===== config.mk =====
export PLATFORM = sky130hd
export DESIGN_NAME = bm_decode_accum_flat
export DESIGN_NICKNAME = d
export VERILOG_FILES = /design/src/rtl/bm_decode_accum_if.sv /design/src/rtl/bm_decode_accum.sv /design/src/flat_wrapper.sv
export SDC_FILE = /design/constraint.sdc
export NUM_CORES = 1
export LEC_CHECK = 0
export CAP_MARGIN = 40
export CELL_PAD_IN_SITES_DETAIL_PLACEMENT = 2
export CELL_PAD_IN_SITES_GLOBAL_PLACEMENT = 2
export CORE_MARGIN = 2
export CORE_UTILIZATION = 28
export DETAILED_ROUTE_END_ITERATION = 16
export PLACE_DENSITY = 0.79
export SETUP_SLACK_MARGIN = 0.5
export SYNTH_ARGS = -nofsm -noshare
export SYNTH_HDL_FRONTEND = slang
export SYNTH_SLANG_ARGS = --single-unit

===== constraint.sdc =====
create_clock -name clk -period 4.8 [get_ports clk]
set_input_delay 0.48 -clock clk [delete_from_list [all_inputs] [get_ports clk]]
set_output_delay 0.48 -clock clk [all_outputs]
set_load 0.01 [all_outputs]

===== src/rtl/bm_decode_accum_if.sv =====
// rtl/bm_decode_accum_if.sv - job control, input beat and output chunk signals of the bitmatrix decoder
interface bm_decode_accum_if #(
  parameter int W             = 4,
  parameter int PACKET_LENGTH = 2
);
  logic                               start;
  logic [7:0]                         cfg_k;
  logic                               in_valid;
  logic                               in_ready;
  logic [W-1:0][W-1:0]                in_bitmatrix_cols;
  logic [W-1:0][PACKET_LENGTH-1:0]    in_data_packet;
  logic                               out_valid;
  logic                               out_ready;
  logic [W-1:0][PACKET_LENGTH-1:0]    out_data_packet;
  logic                               busy;
  logic                               cfg_err;

  modport master (
    output start, cfg_k, in_valid, in_bitmatrix_cols, in_data_packet, out_ready,
    input  in_ready, out_valid, out_data_packet, busy, cfg_err
  );

  modport slave (
    input  start, cfg_k, in_valid, in_bitmatrix_cols, in_data_packet, out_ready,
    output in_ready, out_valid, out_data_packet, busy, cfg_err
  );
endinterface


===== src/rtl/bm_decode_accum.sv =====
// rtl/bm_decode_accum.sv - GF(2) bitmatrix decode: XOR-accumulates k matrix-weighted chunks into one output chunk
module bm_decode_accum #(
  parameter int W             = 4,
  parameter int PACKET_LENGTH = 2,
  parameter int K_MIN         = 2,
  parameter int K_MAX         = 128
) (
  input  logic              clk,
  input  logic              rst,
  bm_decode_accum_if.slave  bus
);

  typedef enum logic [1:0] {IDLE, ACCUM, OUT} state_t;

  localparam logic [7:0] K_MIN_B = 8'(K_MIN);
  localparam logic [7:0] K_MAX_B = 8'(K_MAX);

  state_t                          state_q, state_d;
  logic [W-1:0][PACKET_LENGTH-1:0] acc_q;
  logic [W-1:0][PACKET_LENGTH-1:0] product;
  logic [7:0]                      cnt_q;
  logic [7:0]                      k_q;
  logic                            cfg_err_q;
  logic                            cfg_ok;
  logic                            start_ok;
  logic                            start_bad;
  logic                            beat_acc;
  logic                            in_ready;
  logic                            out_valid;

  assign cfg_ok = (bus.cfg_k >= K_MIN_B) && (bus.cfg_k <= K_MAX_B);

  // Row r collects every input packet whose column has bit r set.
  always_comb begin
    product = '0;
    for (int r = 0; r < W; r++) begin
      for (int c = 0; c < W; c++) begin
        if (bus.in_bitmatrix_cols[c][r]) begin
          product[r] = product[r] ^ bus.in_data_packet[c];
        end
      end
    end
  end

  always_comb begin
    state_d   = state_q;
    in_ready  = 1'b0;
    out_valid = 1'b0;
    start_ok  = 1'b0;
    start_bad = 1'b0;
    beat_acc  = 1'b0;
    case (state_q)
      IDLE: begin
        if (bus.start) begin
          if (cfg_ok) begin
            start_ok = 1'b1;
            state_d  = ACCUM;
          end else begin
            start_bad = 1'b1;
          end
        end
      end
      ACCUM: begin
        in_ready = 1'b1;
        if (bus.in_valid) begin
          beat_acc = 1'b1;
          if (cnt_q == k_q - 8'd1) begin
            state_d = OUT;
          end
        end
      end
      OUT: begin
        out_valid = 1'b1;
        if (bus.out_ready) begin
          state_d = IDLE;
        end
      end
      default: state_d = IDLE;
    endcase
  end

  always_ff @(posedge clk or posedge rst) begin
    if (rst) begin
      state_q   <= IDLE;
      acc_q     <= '0;
      cnt_q     <= 8'd0;
      k_q       <= 8'd0;
      cfg_err_q <= 1'b0;
    end else begin
      state_q   <= state_d;
      cfg_err_q <= start_bad;
      if (start_ok) begin
        k_q   <= bus.cfg_k;
        acc_q <= '0;
        cnt_q <= 8'd0;
      end else if (beat_acc) begin
        acc_q <= acc_q ^ product;
        cnt_q <= cnt_q + 8'd1;
      end
    end
  end

  assign bus.in_ready        = in_ready;
  assign bus.out_valid       = out_valid;
  assign bus.out_data_packet = out_valid ? acc_q : '0;
  assign bus.busy            = (state_q != IDLE);
  assign bus.cfg_err         = cfg_err_q;

endmodule

===== src/flat_wrapper.sv =====
// flat-port wrapper written by rule: the top's interface ports become plain ports
module bm_decode_accum_flat 
#(
  parameter int W             = 4,
  parameter int PACKET_LENGTH = 2,
  parameter int K_MIN         = 2,
  parameter int K_MAX         = 128
)
  (clk, rst, bus_start, bus_cfg_k, bus_in_valid, bus_in_bitmatrix_cols, bus_in_data_packet, bus_out_ready, bus_in_ready, bus_out_valid, bus_out_data_packet, bus_busy, bus_cfg_err);
  bm_decode_accum_if #(.W(W), .PACKET_LENGTH(PACKET_LENGTH)) bus_i ();
  input  logic clk;
  input  logic rst;
  input wire logic [$bits(bus_i.start)-1:0] bus_start;
  input wire logic [$bits(bus_i.cfg_k)-1:0] bus_cfg_k;
  input wire logic [$bits(bus_i.in_valid)-1:0] bus_in_valid;
  input wire logic [$bits(bus_i.in_bitmatrix_cols)-1:0] bus_in_bitmatrix_cols;
  input wire logic [$bits(bus_i.in_data_packet)-1:0] bus_in_data_packet;
  input wire logic [$bits(bus_i.out_ready)-1:0] bus_out_ready;
  output wire logic [$bits(bus_i.in_ready)-1:0] bus_in_ready;
  output wire logic [$bits(bus_i.out_valid)-1:0] bus_out_valid;
  output wire logic [$bits(bus_i.out_data_packet)-1:0] bus_out_data_packet;
  output wire logic [$bits(bus_i.busy)-1:0] bus_busy;
  output wire logic [$bits(bus_i.cfg_err)-1:0] bus_cfg_err;
  assign bus_i.start = bus_start;
  assign bus_i.cfg_k = bus_cfg_k;
  assign bus_i.in_valid = bus_in_valid;
  assign bus_i.in_bitmatrix_cols = bus_in_bitmatrix_cols;
  assign bus_i.in_data_packet = bus_in_data_packet;
  assign bus_i.out_ready = bus_out_ready;
  assign bus_in_ready = bus_i.in_ready;
  assign bus_out_valid = bus_i.out_valid;
  assign bus_out_data_packet = bus_i.out_data_packet;
  assign bus_busy = bus_i.busy;
  assign bus_cfg_err = bus_i.cfg_err;
  bm_decode_accum #(.W(W), .PACKET_LENGTH(PACKET_LENGTH), .K_MIN(K_MIN), .K_MAX(K_MAX)) u_core (.clk(clk), .rst(rst), .bus(bus_i));
endmodule

==> run metrics <==
delay of the slowest critical-path stage between 0.5 and 0.6 ns; critical path arrival 2.13 ns; Total GRT Usage 0.164; global-route wire length before repair 9560 um; Buffers on Ports 48; Compound-Gate Fraction of Synth Area 0.123; diodes inserted 0; # Post-CTS Setup Buffers 0; final setup margin 2.19 ns; multiplexer area fraction after synthesis 0.0411; total gr overflow 0; Clock Power Share 0.132; CTS Buf Count 3; ys flop type dfrtp_1; Synth area leaders dfrtp_1 36%, xnor2_1 15%, nand2_1 8.4%, mux2_1 3.6%, xor2_1 3.3%; post-synth cell types 42; initial antenna violation count 0; Peak VDD IR 0.127 mV; critical-path maximum fanout 10; final setup TNS 0 ns; EDFF count, synth 0; Synth Area in Simple Gates 0.242; fin crit share 0.543; met2 Use GR 0.308; Area after DPL 2460 sq um; hpwl dp 4460 um; xor and xnor fraction of the mapped netlist area 0.193; Routed Antenna Nets 0; Slew @ Worst Pin between 0.8 and 0.9 ns; met3 usage in global routing 0.0183; DRC Markers 0; CTS tree built; Seq pwr share 0.415; fmax 0.384 GHz; number of global-route vias before repair 1948; cts repair resizes 0; fin cells 340; largest net degree at the start of global routing 29; initial detailed-routing violation count 34; filler instances approximately 740; layout cells sized above 1 0.0456; htree depth 1; WL final between 5000 and 6000 um; critical-path cell list nor2b_1, and2_1, clkdlybuf4s50_1; NumNets Final 303; Sw Pwr 0.417 mW; Pint 0.611 mW; Fin. Hold Viols 0; Clock Tree Root clkbuf_8; die width 86.1 um; status complete, no violations; Layout area overhead 32.8%; Yosys top cell area share 0.358; core occupancy in the finished layout 0.390; clk buf depth 2; Slowest-stage cell, CP clkdlybuf4s50_1; fin area 2500 sq um; Slew HR 0.441; clock sink count 27; Die ar. 7410 sq um; critical path capture point type primary output; RSZ-0062 raised after global routing false; Final min period 2.61 ns; Final Slew Violations 0; Final Total Pwr 1.03 mW; Gate power share 0.453; Sw Ratio 0.406; register bit total from synthesis 27; Placed Cells 336; Synth Warn # 0; Setup Slack @ Placement 2.01 ns; Syn Area/Cell ~8.7 sq um; total core area 6420 sq um; Static Leakage 1.00 nW; main combinational cell family by area after synthesis simple AND/OR/NAND/NOR gates; setup violators final 0; clk_lat worst skew 0.29 ns; Mapped Area 1890 sq um; Worst EP required 4.32 ns; Synth Area in Adders 0.0133; WS Path Type reg2out; Most Crowded Layer GR met2; register area share after synthesis 0.358; hold_buf cts 0; Synth area leader dfrtp_1; IO Pins 49; Syn Nets 256; Hold Path Class in2async; Via density 4.96; Async S/R FF share, synth 1.00; TritonRoute pass-1 iters 2; initial core utilization 0.294; WL/cell 16.7 um; Max-Cap Viols 0; Hold WS 0.515 ns; Worst-path clk slew 0.10 ns; met1 Use GR 0.197; Rows 29; routed vias approximately 1700; Cell Pwr Density 411 nW/um^2; worst clock skew roughly 0.005 ns; Die Y 86.1 um; Cells after Synth 217; CP Launch Type register; Routability Congestion 0.703
-- metal layers --
layer | part of all wire | vias up
met4 | 0.011 | 0
li1 | - | 824
met5 | 0 | -
met2 | 0.53 | 34
met3 | 0.033 | 5
met1 | 0.43 | 824
-- layout by cell type, fill, tap and decap left out, types with 2 or more instances in the layout --
cell,instances
nor2_1,12
or3_1,9
o21bai_1,2
nand2_1,42
and2_1,8
dfrtp_1,27
clkbuf_8,3
nor3_1,4
o21ai_0,9
nor2b_1,5
nand4_1,4
clkdlybuf4s50_1,48
nor4_2,2
ha_1,2
o21ai_1,2
xnor2_1,32
a21oi_1,12
xor2_1,7
inv_1,5
mux2_1,6
-- kinds of logic (layout without fill, tap and decap cells) --
logic type / Yosys count / count (layout)
compound gates: 36 / 36
fa+ha+maj: 2 / 2
xor+xnor: 40 / 40
mux: 7 / 7
flops: 27 / 27
buf+inv: 13 / 59
simple gates: 92 / 92
-- cells in the mapped netlist (2+ instances only) --
cell       n
or3_1      9
nor2_1    12
xor2_1     7
nand4_1    4
nand2_1   42
nor3_1     4
ha_1       2
a21oi_1   12
nor4_2     2
dfrtp_1   27
mux2_1     6
xnor2_1   32
and2_1     8
o21ai_1    2
clkbuf_1   4
o21bai_1   2
o21ai_0    9
nor2b_1    5
inv_1      5
-- layout make-up --
type | count | area (sq um) | share of cell area
timing repair buffer | 49 | 508 | 0.203
tap | 77 | 96.3 | 0.0385
multi-input combinational | 177 | 1150 | 0.461
clock buffer | 3 | 41.3 | 0.0165
inverter | 6 | 22.5 | 0.00900
sequential | 27 | 676 | 0.270
clock inverter | 1 | 5.00 | 0.00200
-- worst paths after layout --
| check | depth (start not counted) | slack, ns | to | start |
|---|---|---|---|---|
| max in group asynchronous | 3 | 3.82 | u_core.acc_q[3]$_DFFE_PP0P_ | rst |
| worst min-delay path | 2 | 0.51 | u_core.cnt_q[6]$_DFFE_PP0P_ | rst |
| worst max-delay path | 3 | 2.19 | bus_out_data_packet[0] | u_core.state_q[1]$_DFFE_PP0P_ |
| min in group clk | 1 | 0.54 | u_core.k_q[7]$_DFFE_PP0N_ | u_core.k_q[7]$_DFFE_PP0N_ |
| worst min register to register | 1 | 0.54 | u_core.k_q[7]$_DFFE_PP0N_ | u_core.k_q[7]$_DFFE_PP0N_ |
| worst max register to register | 4 | 2.78 | u_core.k_q[2]$_DFFE_PP0N_ | u_core.state_q[1]$_DFFE_PP0P_ |
-- state kept, by name, indices dropped and copies added (netlist names) --
name                count
u_core.k_q              8
u_core.cnt_q            8
u_core.bus.cfg_err      1
u_core.acc_q            8
u_core.state_q          2
-- power by group through the flow --
stage / Clock [mW] / Combinational [mW] / Sequential [mW]
3_3_place_gp: 0 / 0.436 / 0.426
2_1_floorplan: 0 / 0.345 / 0.388
3_5_place_dp: 0 / 0.463 / 0.430
4_1_cts: 0.139 / 0.472 / 0.428
5_1_grt: 0.147 / 0.521 / 0.446
6_report: 0.136 / 0.466 / 0.427
-- critical path, delay by kind of cell (launching register included) --
kind | cells | cell delay, ns
buffers and inverters | 1 | 0.56
flip-flops | 1 | 0.49
AND/OR/NAND/NOR | 2 | 0.78
Power figures use the tool's default switching activity.
==> RTL edit 1, RTL diff (same flow settings) <==
Encoding of `state_t`: now one-hot (3 bits for 3 states).
--- a/src/rtl/bm_decode_accum.sv
+++ b/src/rtl/bm_decode_accum.sv
@@ -11,5 +11,5 @@
 );
 
-  typedef enum logic [1:0] {IDLE, ACCUM, OUT} state_t;
+  typedef enum logic [2:0] {IDLE = 3'b001, ACCUM = 3'b010, OUT = 3'b100} state_t;
 
   localparam logic [7:0] K_MIN_B = 8'(K_MIN);
Function: no difference found for any inputs over 10 cycles, from zero or initial values and one cycle with rst high; not proved beyond that.
==> RTL edit 1 against the unedited design <==
- non-clock buffer count grew 1
- highest routed layer unchanged
- global-route usage decreased by 1.5 points
- combinational power decreased by 17%
- largest cell class unchanged
- synthesized area rose by 1.3%
- total power shrank 5.8%
- routed wire length fell by 7.7%
- sequential cell count increased by 1
- setup slack better by 100 ps
- sequential power shrank 7.5%
- count of clock-buffer cells in the layout did not move
- first-iteration DRC count fell by 5.9%
- cell area rose by 2.7%
- worst hold slack improved by 17 ps
- core utilization is 0.48 points lower
==> RTL edit 1: results (changes against the unedited design) <==
[synth]
ys_types=41  ; was 42
syn_nets=253  ; was 256
synth-xor-area-share=0.201  ; was 0.193
synthMuxAreaShare=0.0354  ; was 0.0411
netlist_instances=214  ; was 217
synthTopCellsByArea=dfrtp_1, xnor2_1, nand2_1, xor2_1, mux2_1  ; was dfrtp_1, xnor2_1, nand2_1, mux2_1, xor2_1
seq_area_frac_synth=0.367  ; was 0.358
synthAdderAreaFrac=0.0131  ; was 0.0133
netlist_top_cells_count=nand2_1, xnor2_1, dfrtp_1  ; unchanged

[cells_and_area]
comb.multi_input.count=176  ; was 177
clock_area_frac=0.0277  ; was 0.0185
multi_input_area_share=0.450  ; was 0.461
sh_seq_area=0.273  ; was 0.270
drive_above_1_share=0.0608  ; was 0.0456
buffer_area_frac=0.203  ; about the same
fin_area_um2=2570  ; was 2500 um^2
nFillCells=759  ; was 742

[global_routing]
first_global_vias=1848  ; was 1948
track_usage=0.149  ; was 0.164
grt_pass1_wl_um=8830  ; was 9560 um
grt_util_met2=0.283  ; was 0.308
grt_max_degree=18  ; was 29

[pwr]
peakVddDrop_mv=0.103  ; was 0.127 mV
p_seq_frac=0.408  ; was 0.415
p_leak_uw=0.00105  ; was 0.00100 uW

[drt]
wl_met3_um=233  ; was 185 um
drtIter0Drc=32  ; was 34
first_pass_iters=4  ; was 2
met2_length_um=2790  ; was 2990 um
dr_total_vias=1679  ; was 1687
m1WireLength_um=2160  ; was 2420 um
drt-total-wl_um=5230  ; was 5670 um

[worst_setup_path]
crit_start=bus_cfg_k[5]  ; was u_core.state_q[1]$_DFFE_PP0P_
cp.arrival_ps=2670  ; was 2130 ps
critPathMaxFanout=17  ; was 10
crit_slowest_cell=o21a_1  ; was clkdlybuf4s50_1
critical_path.max_stage_delay_ps=460  ; was 560 ps
critPathKind=in2reg  ; was reg2out
reg2reg_depth=5  ; was 4

[placement]
placed_area_um2=2500  ; was 2460 um^2
pre_cts_slack_ps=1970  ; was 2010 ps
dp_hpwl_um=4350  ; was 4460 um
dp_cells=339  ; was 336

[cts]
clk_latency_ps=270  ; was 290 ps
cts.sinks=28  ; was 27

[sta]
worstMarginPinSlew_ps=572  ; was 837 ps
finalClockSkew_ps=1.12  ; was 4.91 ps
fin_crit_ps=2500  ; was 2610 ps
holdWs_ps=531  ; was 515 ps

[outcome]
status=complete, no violations  ; unchanged

## RTL edit 1: changes by cell type in the layout (fill, tap and decap cells not counted), moves of 2 or more
| cell | before | now |
|---|---|---|
| nor3_1 | 4 | 1 |
| nand3_1 | 1 | 4 |
| xor2_1 | 7 | 12 |
| o21bai_1 | 2 | 0 |
| xnor2_1 | 32 | 30 |
| o21ai_0 | 9 | 12 |
| nor2b_1 | 5 | 2 |
| nor3b_1 | 0 | 2 |
## RTL edit 1: power by group through the flow
stage | Combinational, uW | Clock (uW) | Sequential, uW
6_report | 388 | 186 | 395
5_1_grt | 441 | 200 | 414
4_1_cts | 398 | 194 | 397
3_5_place_dp | 393 | 0 | 401
3_3_place_gp | 365 | 0 | 396
2_1_floorplan | 271 | 0 | 374
## RTL edit 1: worst register-to-register path, cell delays in order (launching register included)
cell and delay [ps]:
dfstp_2 600, nor3b_1 360, and2_1 220, o21a_1 460, buf_8 230, mux2_1 330
==> RTL edit 2, RTL diff (config.mk and constraints unchanged) <==
Made on the original files. `W` is set to 4 in 3 places; all go to 5.
--- a/src/rtl/bm_decode_accum_if.sv
+++ b/src/rtl/bm_decode_accum_if.sv
@@ -1,5 +1,5 @@
 // rtl/bm_decode_accum_if.sv - job control, input beat and output chunk signals of the bitmatrix decoder
 interface bm_decode_accum_if #(
-  parameter int W             = 4,
+  parameter int W             = 5,
   parameter int PACKET_LENGTH = 2
 );
--- a/src/rtl/bm_decode_accum.sv
+++ b/src/rtl/bm_decode_accum.sv
@@ -1,5 +1,5 @@
 // rtl/bm_decode_accum.sv - GF(2) bitmatrix decode: XOR-accumulates k matrix-weighted chunks into one output chunk
 module bm_decode_accum #(
-  parameter int W             = 4,
+  parameter int W             = 5,
   parameter int PACKET_LENGTH = 2,
   parameter int K_MIN         = 2,
--- a/src/flat_wrapper.sv
+++ b/src/flat_wrapper.sv
@@ -2,5 +2,5 @@
 module bm_decode_accum_flat 
 #(
-  parameter int W             = 4,
+  parameter int W             = 5,
   parameter int PACKET_LENGTH = 2,
   parameter int K_MIN         = 2,
Ports: changed (resized bus_in_bitmatrix_cols, bus_in_data_packet and bus_out_data_packet); port bits go from 49 to 62. The function was not compared with the original's and may differ.
==> RTL edit 2 against the unedited design <==
- core utilization grew 0.31 points
- critical path type unchanged
- sequential power shrank 9.1%
- setup slack gained 1.3 ps
- sequential cell count grew 2
- first-iteration DRC count grew 26%
- via count grew 15%
- critical endpoint is now bus_out_data_packet[1]
- cell area grew 21%
- largest cell class unchanged
- synthesized area grew 18%
- total power shrank 13%
- routed wire length grew 21%
- maximum frequency is essentially flat
==> RTL edit 2: results (changes against the unedited design) <==
[outcome]
status=complete, no violations  ; unchanged

[synth]
netlist_top_cells_count=nand2_1, dfrtp_1, xor2_1  ; was nand2_1, xnor2_1, dfrtp_1
synthTopCellsByArea=dfrtp_1, xnor3_1, nand2_1, xor2_1, xnor2_1  ; was dfrtp_1, xnor2_1, nand2_1, mux2_1, xor2_1
syn_nets=291  ; was 256
seq_area_frac_synth=0.327  ; was 0.358
synth-xor-area-share=0.243  ; was 0.193
synthMuxAreaShare=0.0456  ; was 0.0411
synth_top_area_frac=0.327  ; was 0.358
synth_compound_area_frac=0.119  ; was 0.123
async_flop_share=1.00  ; unchanged
synthAdderAreaFrac=0.0113  ; was 0.0133

[drt]
wl_met3_um=134  ; was 185 um
routed.top_layer=met4  ; unchanged
drt-total-wl_um=6860  ; was 5670 um
m1WireLength_um=3110  ; was 2420 um
dr_total_vias=1948  ; was 1687
met2_length_um=3510  ; was 2990 um
first_pass_iters=3  ; was 2
drtIter0Drc=43  ; was 34

[sta]
holdWs_ps=483  ; was 515 ps
worst_slew_margin_rel=0.417  ; was 0.441
hold_violations=0  ; unchanged
finalClockSkew_ps=6.16  ; was 4.91 ps

[cells_and_area]
top_register=u_core.acc_q
diodes=0  ; unchanged
drive_above_1_share=0.0792  ; was 0.0456
largestRegisters=u_core.acc_q (10), u_core.cnt_q (8), u_core.k_q (8)  ; was u_core.acc_q (8), u_core.cnt_q (8), u_core.k_q (8)
nets=352  ; was 303

[worst_hold_path]
hp-class=reg2reg  ; was in2async

[global_routing]
grt_pass1_wl_um=11400  ; was 9560 um
track_usage=0.171  ; was 0.164
first_global_vias=2177  ; was 1948
grt_max_degree=30  ; was 29

[worst_setup_path]
critPathMaxFanout=12  ; was 10
reg2reg_slack_ps=2460  ; was 2780 ps

[placement]
gp_congestion=0.769  ; was 0.703
dp_hpwl_um=5480  ; was 4460 um
io_buffers=61  ; was 48

[cts]
cts-htree-levels=2  ; was 1
clk_latency_ps=290  ; about the same
cts_inserted_buffers=5  ; was 3
postCtsSetupBuffers=0  ; unchanged
ctsRootBufferMaster=clkbuf_8  ; unchanged
path_clk_slew_ps=70  ; was 100 ps

[pwr]
p_leak_uw=0.00134  ; was 0.00100 uW
swShare=0.332  ; was 0.406
peakVddDrop_mv=0.122  ; was 0.127 mV

==> RTL edit 2: power groups by stage <==
| stage | Clock [uW] | Combinational [uW] | Sequential [uW] |
|---|---|---|---|
| after floorplan | 0 | 199 | 365 |
| after global placement | 0 | 273 | 388 |
| after detailed placement | 0 | 286 | 392 |
| after CTS | 234 | 289 | 389 |
| after global routing | 246 | 320 | 400 |
| final | 225 | 282 | 388 |
==> RTL edit 2: worst paths after layout <==
path                                                from                       endpoint  depth (start not counted)
setup / recovery           u_core.state_q[1]$_DFFE_PP0P_         bus_out_data_packet[1]                          3
hold / removal               u_core.acc_q[0]$_DFFE_PP0P_    u_core.acc_q[0]$_DFFE_PP0P_                          1
setup reg to reg               u_core.k_q[0]$_DFFE_PP0N_  u_core.state_q[0]$_DFFE_PP0P_                          7
hold reg to reg              u_core.acc_q[0]$_DFFE_PP0P_    u_core.acc_q[0]$_DFFE_PP0P_                          1
max in group asynchronous                            rst    u_core.acc_q[8]$_DFFE_PP0P_                          3
min in group asynchronous                            rst    u_core.cnt_q[1]$_DFFE_PP0P_                          3
==> RTL edit 2: kinds of logic after synthesis <==
| group | after synthesis |
|---|---|
| flip-flops | 29 |
| AO/OA/AOI/OAI | 35 |
| AND/OR/NAND/NOR | 105 |
| XOR/XNOR | 46 |
| adder cells (fa/ha/maj) | 2 |
| buffers and inverters | 15 |
| multiplexers | 9 |
==> RTL edit 2: per-layer routing <==
metal,up-vias,global-route usage
met5,-,0
met4,0,0.0478
met1,967,0.234
met3,9,0.0274
li1,947,-
met2,25,0.281
==> RTL edit 2: area by class of cell <==
type | instances | area, um^2
fill | 866 | 4690
multi-input combinational | 197 | 1440
sequential | 29 | 726
timing repair buffer | 62 | 618
tap | 102 | 128
clock buffer | 7 | 96.3
inverter | 7 | 26.3
clock inverter | 1 | 5.00
==> RTL edit 2: worst max-delay path, stage by stage, from the launching register on <==
cell,delay (ps)
dfrtp_1,420
nor2b_1,630
and2_1,230
clkdlybuf4s50_1,560
==> RTL edit 2: metrics by stage <==
stage	power, uW	setup slack, ps	instances	area, um^2	utilization
after CTS	912	2150	405	3040	0.393
final	895	2200	405	3040	0.393
after global placement	661	2160	397	2940	0.380
after global routing	965	2010	405	3040	0.393
after floorplan	564	2850	241	2220	-
after detailed placement	678	1960	397	2940	0.380
